`src/rtl/cpu_run_monitor_pkg.sv`:
```
// Shared types and constants for the CPU run monitor and its stimulus ROMs.
package cpu_tb_pkg;

  typedef enum logic [2:0] {
    IDLE,
    RUN,
    PASS,
    FAIL,
    TIMEOUT
  } run_state_t;

  // Boot address of the CPU under test; stimulus ROMs are laid out from here.
  localparam logic [31:0] RESET_VECTOR = 32'hBFC0_0000;

  // PASS, FAIL and TIMEOUT hold until reset.
  function automatic logic is_terminal(input run_state_t s);
    return (s == PASS) || (s == FAIL) || (s == TIMEOUT);
  endfunction

endpackage

```
`src/rtl/cpu_run_monitor_if.sv`:
```
// Observation bundle of the CPU under test: run flag, fetch address and $v0.
interface cpu_run_monitor_if #(
  parameter int unsigned ADDR_W = 32,
  parameter int unsigned DATA_W = 32
);

  logic              active;
  logic [ADDR_W-1:0] instr_address;
  logic [DATA_W-1:0] register_v0;

  // The CPU (or a stimulus model) drives the bundle.
  modport master (
    output active,
    output instr_address,
    output register_v0
  );

  // The monitor only observes.
  modport slave (
    input active,
    input instr_address,
    input register_v0
  );

endinterface

```
`src/rtl/cpu_run_monitor_trace_ring_buffer.sv`:
```
// Ring buffer of the last DEPTH fetch addresses, read newest-relative.
module trace_ring_buffer #(
  parameter int unsigned DEPTH  = 8,
  parameter int unsigned ADDR_W = 32
) (
  input  logic                       clk,
  input  logic                       reset,
  input  logic                       push,
  input  logic [ADDR_W-1:0]          data,
  output logic [$clog2(DEPTH+1)-1:0] count,
  input  logic [$clog2(DEPTH)-1:0]   rd_idx,
  output logic [ADDR_W-1:0]          rd_data
);

  localparam int unsigned PTR_W = $clog2(DEPTH);
  localparam int unsigned CNT_W = $clog2(DEPTH + 1);

  logic [ADDR_W-1:0] mem [DEPTH];
  logic [PTR_W-1:0]  wr_ptr;
  logic [PTR_W-1:0]  rd_ptr;

  // Write at the pointer, wrap modulo DEPTH, saturate the valid count.
  always_ff @(posedge clk) begin
    if (reset) begin
      wr_ptr <= '0;
      count  <= '0;
      for (int unsigned i = 0; i < DEPTH; i++) begin
        mem[i] <= '0;
      end
    end else if (push) begin
      mem[wr_ptr] <= data;
      wr_ptr      <= wr_ptr + PTR_W'(1);
      if (count != CNT_W'(DEPTH)) begin
        count <= count + CNT_W'(1);
      end
    end
  end

  // Index 0 is the entry just behind the write pointer; unwritten slots read 0.
  always_comb begin
    rd_ptr  = wr_ptr - PTR_W'(1) - rd_idx;
    rd_data = '0;
    if (CNT_W'(rd_idx) < count) begin
      rd_data = mem[rd_ptr];
    end
  end

endmodule

```
`src/rtl/cpu_run_monitor.sv`:
```
// Run monitor for mips_cpu_harvard benches: halt detection, v0 check,
// cycle timeout and a fetch-address trace.
module cpu_run_monitor
  import cpu_tb_pkg::*;
#(
  parameter int unsigned       ADDR_W         = 32,
  parameter int unsigned       DATA_W         = 32,
  parameter logic [ADDR_W-1:0] HALT_ADDR      = '0,
  parameter int unsigned       TIMEOUT_CYCLES = 1000,
  parameter int unsigned       DEPTH          = 8
) (
  input  logic                                  clk,
  input  logic                                  reset,
  input  logic                                  clk_enable,
  cpu_run_monitor_if.slave                      cpu,
  input  logic [DATA_W-1:0]                     expected_v0,
  output logic                                  done,
  output logic                                  pass,
  output logic                                  fail,
  output logic                                  timeout,
  output logic [$clog2(TIMEOUT_CYCLES+1)-1:0]   cycle_count,
  output logic [DATA_W-1:0]                     result_v0,
  output logic [$clog2(DEPTH+1)-1:0]            trace_count,
  input  logic [$clog2(DEPTH)-1:0]              trace_rd_idx,
  output logic [ADDR_W-1:0]                     trace_rd_data
);

  localparam int unsigned CNT_W = $clog2(TIMEOUT_CYCLES + 1);

  run_state_t state;
  run_state_t state_next;

  logic halt_hit;
  logic v0_match;
  logic at_limit;
  logic push;
  logic count_load;
  logic count_inc;
  logic capture;

  // Halt / compare / limit conditions seen by the FSM this cycle.
  always_comb begin
    halt_hit = (cpu.instr_address == HALT_ADDR) || !cpu.active;
    v0_match = (cpu.register_v0 == expected_v0);
    at_limit = (cycle_count == CNT_W'(TIMEOUT_CYCLES));
  end

  // State register; reset wins over clk_enable.
  always_ff @(posedge clk) begin
    if (reset) begin
      state <= IDLE;
    end else if (clk_enable) begin
      state <= state_next;
    end
  end

  // Next-state logic; halt takes precedence over timeout.
  always_comb begin
    state_next = state;
    case (state)
      IDLE: begin
        if (cpu.active) begin
          state_next = RUN;
        end
      end
      RUN: begin
        if (halt_hit) begin
          state_next = v0_match ? PASS : FAIL;
        end else if (at_limit) begin
          state_next = TIMEOUT;
        end
      end
      default: state_next = state;
    endcase
  end

  // Status decode and datapath strobes, all gated by clk_enable.
  always_comb begin
    done       = is_terminal(state);
    pass       = (state == PASS);
    fail       = (state == FAIL);
    timeout    = (state == TIMEOUT);
    push       = 1'b0;
    count_load = 1'b0;
    count_inc  = 1'b0;
    capture    = 1'b0;
    if (clk_enable) begin
      case (state)
        IDLE: begin
          if (cpu.active) begin
            push       = 1'b1;
            count_load = 1'b1;
          end
        end
        RUN: begin
          if (halt_hit) begin
            push    = 1'b1;
            capture = 1'b1;
          end else if (!at_limit) begin
            push      = 1'b1;
            count_inc = 1'b1;
          end
        end
        default: ;
      endcase
    end
  end

  // Run-cycle counter and v0 capture at halt.
  always_ff @(posedge clk) begin
    if (reset) begin
      cycle_count <= '0;
      result_v0   <= '0;
    end else begin
      if (count_load) begin
        cycle_count <= CNT_W'(1);
      end else if (count_inc) begin
        cycle_count <= cycle_count + CNT_W'(1);
      end
      if (capture) begin
        result_v0 <= cpu.register_v0;
      end
    end
  end

  trace_ring_buffer #(
    .DEPTH  (DEPTH),
    .ADDR_W (ADDR_W)
  ) u_trace (
    .clk     (clk),
    .reset   (reset),
    .push    (push),
    .data    (cpu.instr_address),
    .count   (trace_count),
    .rd_idx  (trace_rd_idx),
    .rd_data (trace_rd_data)
  );

endmodule
```
`src/flat_wrapper.sv`:
```
// flat-port wrapper written by rule: the top's interface ports become plain ports
module cpu_run_monitor_flat import cpu_tb_pkg::*;
#(
  parameter int unsigned       ADDR_W         = 32,
  parameter int unsigned       DATA_W         = 32,
  parameter logic [ADDR_W-1:0] HALT_ADDR      = '0,
  parameter int unsigned       TIMEOUT_CYCLES = 1000,
  parameter int unsigned       DEPTH          = 8
)
  (clk, reset, clk_enable, expected_v0, done, pass, fail, timeout, cycle_count, result_v0, trace_count, trace_rd_idx, trace_rd_data, cpu_active, cpu_instr_address, cpu_register_v0);
  cpu_run_monitor_if #(.ADDR_W(ADDR_W), .DATA_W(DATA_W)) cpu_i ();
  input  logic clk;
  input  logic reset;
  input  logic clk_enable;
  input  logic [DATA_W-1:0] expected_v0;
  output logic done;
  output logic pass;
  output logic fail;
  output logic timeout;
  output logic [$clog2(TIMEOUT_CYCLES+1)-1:0] cycle_count;
  output logic [DATA_W-1:0] result_v0;
  output logic [$clog2(DEPTH+1)-1:0] trace_count;
  input  logic [$clog2(DEPTH)-1:0] trace_rd_idx;
  output logic [ADDR_W-1:0] trace_rd_data;
  input wire logic [$bits(cpu_i.active)-1:0] cpu_active;
  input wire logic [$bits(cpu_i.instr_address)-1:0] cpu_instr_address;
  input wire logic [$bits(cpu_i.register_v0)-1:0] cpu_register_v0;
  assign cpu_i.active = cpu_active;
  assign cpu_i.instr_address = cpu_instr_address;
  assign cpu_i.register_v0 = cpu_register_v0;
  cpu_run_monitor #(.ADDR_W(ADDR_W), .DATA_W(DATA_W), .HALT_ADDR(HALT_ADDR), .TIMEOUT_CYCLES(TIMEOUT_CYCLES), .DEPTH(DEPTH)) u_core (.clk(clk), .reset(reset), .clk_enable(clk_enable), .cpu(cpu_i), .expected_v0(expected_v0), .done(done), .pass(pass), .fail(fail), .timeout(timeout), .cycle_count(cycle_count), .result_v0(result_v0), .trace_count(trace_count), .trace_rd_idx(trace_rd_idx), .trace_rd_data(trace_rd_data));
endmodule
```
`config.mk`:
```
export PLATFORM = sky130hd
export DESIGN_NAME = cpu_run_monitor_flat
export DESIGN_NICKNAME = d
export VERILOG_FILES = /design/src/rtl/cpu_run_monitor_pkg.sv /design/src/rtl/cpu_run_monitor_if.sv /design/src/rtl/cpu_run_monitor_trace_ring_buffer.sv /design/src/rtl/cpu_run_monitor.sv /design/src/flat_wrapper.sv
export SDC_FILE = /design/constraint.sdc
export NUM_CORES = 1
export LEC_CHECK = 0
export CAP_MARGIN = 25
export CORE_MARGIN = 2
export CORE_UTILIZATION = 45
export DETAILED_ROUTE_END_ITERATION = 7
export MAX_ROUTING_LAYER = met4
export PLACE_DENSITY = 0.74
export SKIP_CTS_REPAIR_TIMING = 1
export SLEW_MARGIN = 20
export SYNTH_ARGS = -nofsm -noshare
export SYNTH_HDL_FRONTEND = slang
export SYNTH_SLANG_ARGS = --single-unit
```
`constraint.sdc`:
```
create_clock -name clk -period 5.3 [get_ports clk]
set_input_delay 1.06 -clock clk [delete_from_list [all_inputs] [get_ports clk]]
set_output_delay 1.06 -clock clk [all_outputs]
set_load 0.05 [all_outputs]
```
[Word-level counts from Yosys, hierarchy flattened]
Memory sizes are Yosys's and may differ from the RTL's.
Index checks and enable logic that the tools add are counted.
Word-level totals
  memories: 1
  output and inout port bits: 82
  flip-flop bits (word level): 52
  bits of input ports: 103
  RAM bits: 256
  word-level logic and storage cells: 63
Cells by class
  muxes and demuxes: 29
  equality and inequality tests: 9
  add/sub/neg operators: 5
  magnitude comparators: 1
  reductions and logical operators: 12
Memory list
  u_core.u_trace.mem: depth 8, width 32, rd ports 1, clocked after Yosys merged registers in 0, write ports 8, RTL line cpu_run_monitor_trace_ring_buffer.sv:18  | logic [ADDR_W-1:0] mem [DEPTH];
Operators with widths (count)
  32-bit two-way mux: 2
  32-bit == test: 1
  32-bit zero test: 1
  32-bit OR reduction: 1
  1-bit two-way mux: 21
  3-bit two-way mux: 4
  10-bit by 1-bit adder with 10-bit output (second input constant): 1
  10-bit == test (second input constant): 1
  3-bit by 2-bit == test with 1-bit output (second input constant): 2
  3-bit case mux with 2 select lines: 1
  4-bit by 1-bit adder with 4-bit output (second input constant): 1
  3-bit by 4-bit less-than comparator with 1-bit output: 1
  4-bit != test (second input constant): 1
  4-bit AND reduction: 1
  2-bit nonzero test: 2
  3-bit by 1-bit adder with 3-bit output (second input constant): 1
  3-bit by 1-bit == test with 1-bit output (second input constant): 1
  3-bit == test (second input constant): 1
  3-bit zero test: 1
  1-bit logical OR: 3
  3-bit by 1-bit != test with 1-bit output (second input constant): 1
  3-bit by 1-bit subtractor with 3-bit output (second input constant): 1
  3-bit subtractor: 1
  2-bit != test (second input constant): 1
  4 further kinds: 4

[Logic depth before layout (Yosys ltp)]
  word-level depth: 10
  gate-level depth with buffers: 10
  gate-level depth less buffers: 8

[Modules after synthesis]
Synthesis repeated with hierarchy kept, for this count alone.
Unflattened totals
  cell total of the unflattened synthesis: 1045
  area, all modules: 14370.0 sq um
By module, submodules not included
  trace_ring_buffer: times used 1, cells an instance 757, area each 11994.0 sq um
  cpu_run_monitor: times used 1, cells an instance 288, area each 2376.0 sq um

[Worst setup path before layout]
OpenSTA, ideal clock, no wires.
  kind: input to output
  start: in trace_rd_idx[0]
  end: out trace_rd_data[10]
  arrival time: 3.490 ns
  stages: 9
  path buffers: 2
  path slack: 0.750 ns
  data required time: 4.240 ns
  cells stage by stage: inv_1 > ha_1 > inv_1 > fa_1 > clkbuf_1 > clkbuf_1 > mux4_2 > nand2_1 > a21oi_1
Between the ends
  longest elaborated chain between the ends: 3
  elaborated cells on any way between the ends: 4
Ends and longest elaborated chain
  start: declaration: RTL line flat_wrapper.sv:23  | input logic [$clog2(DEPTH)-1:0] trace_rd_idx;
  3-bit subtractor: RTL line cpu_run_monitor_trace_ring_buffer.sv:41  | rd_ptr = wr_ptr - PTR_W'(1) - rd_idx;
  memory read 8 x 32 bit
  32-bit two-way mux (*): RTL line cpu_run_monitor_trace_ring_buffer.sv:43  | if (CNT_W'(rd_idx) < count) begin
  end: declaration: RTL line flat_wrapper.sv:24  | output logic [ADDR_W-1:0] trace_rd_data;
Mark *: on every way between the ends. The rest lies on a longest branch, timed or not.

[Worst setup path in the final report]
  start: in trace_rd_idx[0]
  end: out trace_rd_data[5]
The elaborated chain is that of the path after synthesis.

==> metrics.md <==
| Metric | Value |
|---|---|
| Status | `complete, no violations` |
| Clk_lat worst skew | `roughly 520 ps` |
| Floorplan row count | `66` |
| # fillers | `between 2000 and 3000` |
| CP Cell Sequence | `clkdlybuf4s50_1 -> inv_1 -> ha_4 -> inv_1 -> fa_2 -> xnor2_1 -> xnor2_2 -> buf_4 -> nand2_1 -> a21oi_1 -> buf_12` |
| Clock root buffer | `clkbuf_16` |
| Final #Nets | `1418` |
| Synthesized Nets | `1228` |
| Worst min-delay path startpoint | `u_core.result_v0[17]$_SDFFE_PP0P_` |
| Via count | `roughly 9800` |
| CTS sink cnt | `308` |
| DRC errors left | `0` |
| CP Capture Type | `output port` |
| CP Buf/Inv Count | `5` |
| Cts bufs inserted | `35` |
| Final setup TNS | `0 ps` |
| Final Cell Area | `roughly 0.019 mm2` |
| Slew headroom | `between 40% and 50%` |
| Average size of a mapped cell | `~13 um2` |
| Vias per cell | `roughly 5.5` |
| Area growth, synth to finish | `27.0%` |
| Tot GR Track Use | `between 20% and 30%` |
| Buffers on Ports | `between 150 and 200` |
| Library cells used by synthesis | `52` |
| CP max stage delay | `a little over 600 ps` |
| Register area | `0.00873 mm2` |
| Drt first-iter violations | `701` |
| Startpoint types | `primary input` |
| Crit path top cell by count | `inv_1` |
| H-tree Lvls | `2` |
| Largest net degree at the start of global routing | `66` |
| Period utilization | `between 90 and 100%` |
| Die area | `roughly 0.034 mm2` |
| Synthesized cell area | `around 0.015 mm2` |
| Clk pin slew, worst setup/hold paths | `~50 ps` |
| R2R cell count | `8` |
| Hold path endpoint | `u_core.result_v0[17]$_SDFFE_PP0P_` |
| Routed WL | `approximately 38 mm` |
| Hold Path Depth | `2` |
| Unrepaired setup endpoints after global routing | `false` |
| Initial antenna violation count | `2` |
| Class of the worst hold path | `reg2reg` |
| Total Power | `slightly below 6000 uW` |
| Post-layout min period | `just under 5000 ps` |
| Leakage | `between 0.006 and 0.007 uW` |
| Layout cell share with drive strength beyond 1 | `approximately 17%` |
| Critical-path top delay cell | `xnor2_2` |
| Kind of critical path | `in2out` |
| Vias in the first global route | `approximately 10000` |
| Worst slew pin tran | `between 800 and 900 ps` |
| Yosys reg bits | `308` |
| Worst reg2reg startpoint | `u_core.cycle_count[0]$_SDFFE_PP0P_` |
| Maximum clock rate | `between 200 and 250 MHz` |
| Synth Instances | `approximately 1100` |
| GRT overflow | `0` |
| Die W | `between 150 and 200 um` |
| Critical path arrival | `3800 ps` |
| Required time of the critical path | `between 4000 and 5000 ps` |
| CTS tree | `built` |
| EDFF count, synth | `between 200 and 300` |
| Worst reg2reg setup slack | `roughly 2400 ps` |
| RR Endpoint | `u_core.u_trace.mem[3][31]$_SDFFCE_PN0P_` |
| Antenna Violating Nets Remaining | `0` |
| Core area | `between 0.03 and 0.04 mm2` |
| Routed len/inst | `approximately 21 um` |
| Area after DPL | `approximately 0.018 mm2` |
| YS warnings | `0` |
| Max-cap violations | `0` |
| Crit path max fanout | `15` |
| Worst VDD drop | `between 0.2 and 0.25 mV` |
| Drt pass-1 iters | `5` |
| Delay-heaviest family, CP | `buffers and inverters` |
| Multi-input logic area | `~0.0057 mm2` |
| Main synth FF type | `edfxtp_1` |
| Async set-reset flop share out of synthesis | `0%` |
| Die H | `roughly 180 um` |
| Top Ports | `185` |
| Fin. max-slew vios | `0` |
| Pwr/cell area | `about 320 mW/mm2` |
| Final RePlAce weighted congestion | `0.814` |
| Register area share after synthesis | `59.4%` |
| Final Setup Violations | `0` |
| DP Wirelength | `roughly 24 mm` |
| Clk buf depth | `3` |
| Clk_skew | `20.9 ps` |
| First-pass GRT wire length | `about 58 mm` |
| Final hold violation count | `0` |
| Initial Util | `about 45%` |
-- stage by stage --
step	hold WS (ps)	utilization, %	cells	setup slack [ps]
after floorplan	523	-	1116	750
after global placement	460	54.3	1710	514
after detailed placement	467	54.3	1710	450
after CTS	473	57.6	1768	431
after global routing	495	57.6	1770	294
final	473	57.6	1770	439
-- kinds of logic after synthesis --
kind of cell,after synthesis,share of synthesized area (%)
AOI/OAI and AO/OA,153,6.73
xor gates and xnor gates,35,2.09
adders and majority gates,9,0.818
buffers and inverters,93,2.77
DFF,308,59.4
muxes,71,10.3
and+or+nand+nor,447,17.9
-- area by class of cell --
class	count	area share (%)
clock buffers	45	5.01
clock inverters	13	0.684
multi-input cells	715	30.4
well taps	442	2.97
repair buffers	232	13.9
inverters	14	0.282
diodes	1	0.0134
flip-flops and latches	308	46.8
-- routing by layer --
layer | GRT usage [%] | vias to the layer above | part of all wire (%)
met5 | - | - | 0
li1 | - | 4462 | -
met1 | 28.9 | 4899 | 40
met2 | 39.7 | 363 | 51
met4 | 6.95 | 0 | 2.5
met3 | 4.01 | 64 | 7.0
-- layout by cell type (no fill, tap or decap), drive strengths merged, types with 3 or more instances in the layout --
cell type	n
a21o	5
a211oi	6
xnor2	4
mux4	64
buf	81
nor2	15
a2111oi	7
a31o	8
and3	10
nand2b	4
clkinv	10
a21oi	77
inv	15
xor2	31
nand3b	32
nor3	6
ha	8
o21ai	41
edfxtp	256
clkdlybuf4s50	151
or2	3
nor4	15
dfxtp	52
clkbuf	45
nand4	9
nand2	79
nand3	7
mux2i	5
and2	256
and4	4
-- where the power goes --
part	internal (uW)	leakage (uW)	switching, uW	total [uW]
combinational	420	0.00309	513	932
sequential	2720	0.00307	32.9	2750
clock	1340	0.000518	925	2270
-- state kept, by name (all words and copies together) (netlist names) --
register and flops:
u_core.cycle_count 10, u_core.u_trace.mem 256, u_core.u_trace.wr_ptr 3, u_core.u_trace.count 4
u_core.result_v0 32, u_core.state 3
-- worst min-delay path: cells and delay by family (launching register included) --
| kind | cells | cell delay, ps |
|---|---|---|
| flops | 1 | 300 |
| compound gates | 2 | 120 |
-- worst max path at each step --
stage	startpoint	end	slack [ps]	cells after the start
after floorplan	trace_rd_idx[0]	trace_rd_data[10]	750	9
after global placement	trace_rd_idx[0]	trace_rd_data[0]	510	12
after detailed placement	trace_rd_idx[0]	trace_rd_data[7]	450	11
after CTS	trace_rd_idx[0]	trace_rd_data[7]	430	11
after global routing	trace_rd_idx[0]	trace_rd_data[17]	290	11
final	trace_rd_idx[0]	trace_rd_data[5]	440	11
-- synthesized netlist by cell type (9+ instances only) --
library cell	number	area [um2]
clkbuf_1	59	221
xor2_1	31	272
edfxtp_1	256	7690
nand2_1	79	297
o21ai_0	41	205
mux4_2	64	1440
a21oi_1	77	385
nand3b_1	32	240
dfxtp_1	52	1040
nand4_1	9	56.3
and3_1	10	62.6
nor2_1	15	56.3
and2_1	256	1600
nor4_1	15	93.8
inv_1	14	52.6
Note: power is estimated with default switching activity, not from simulation.
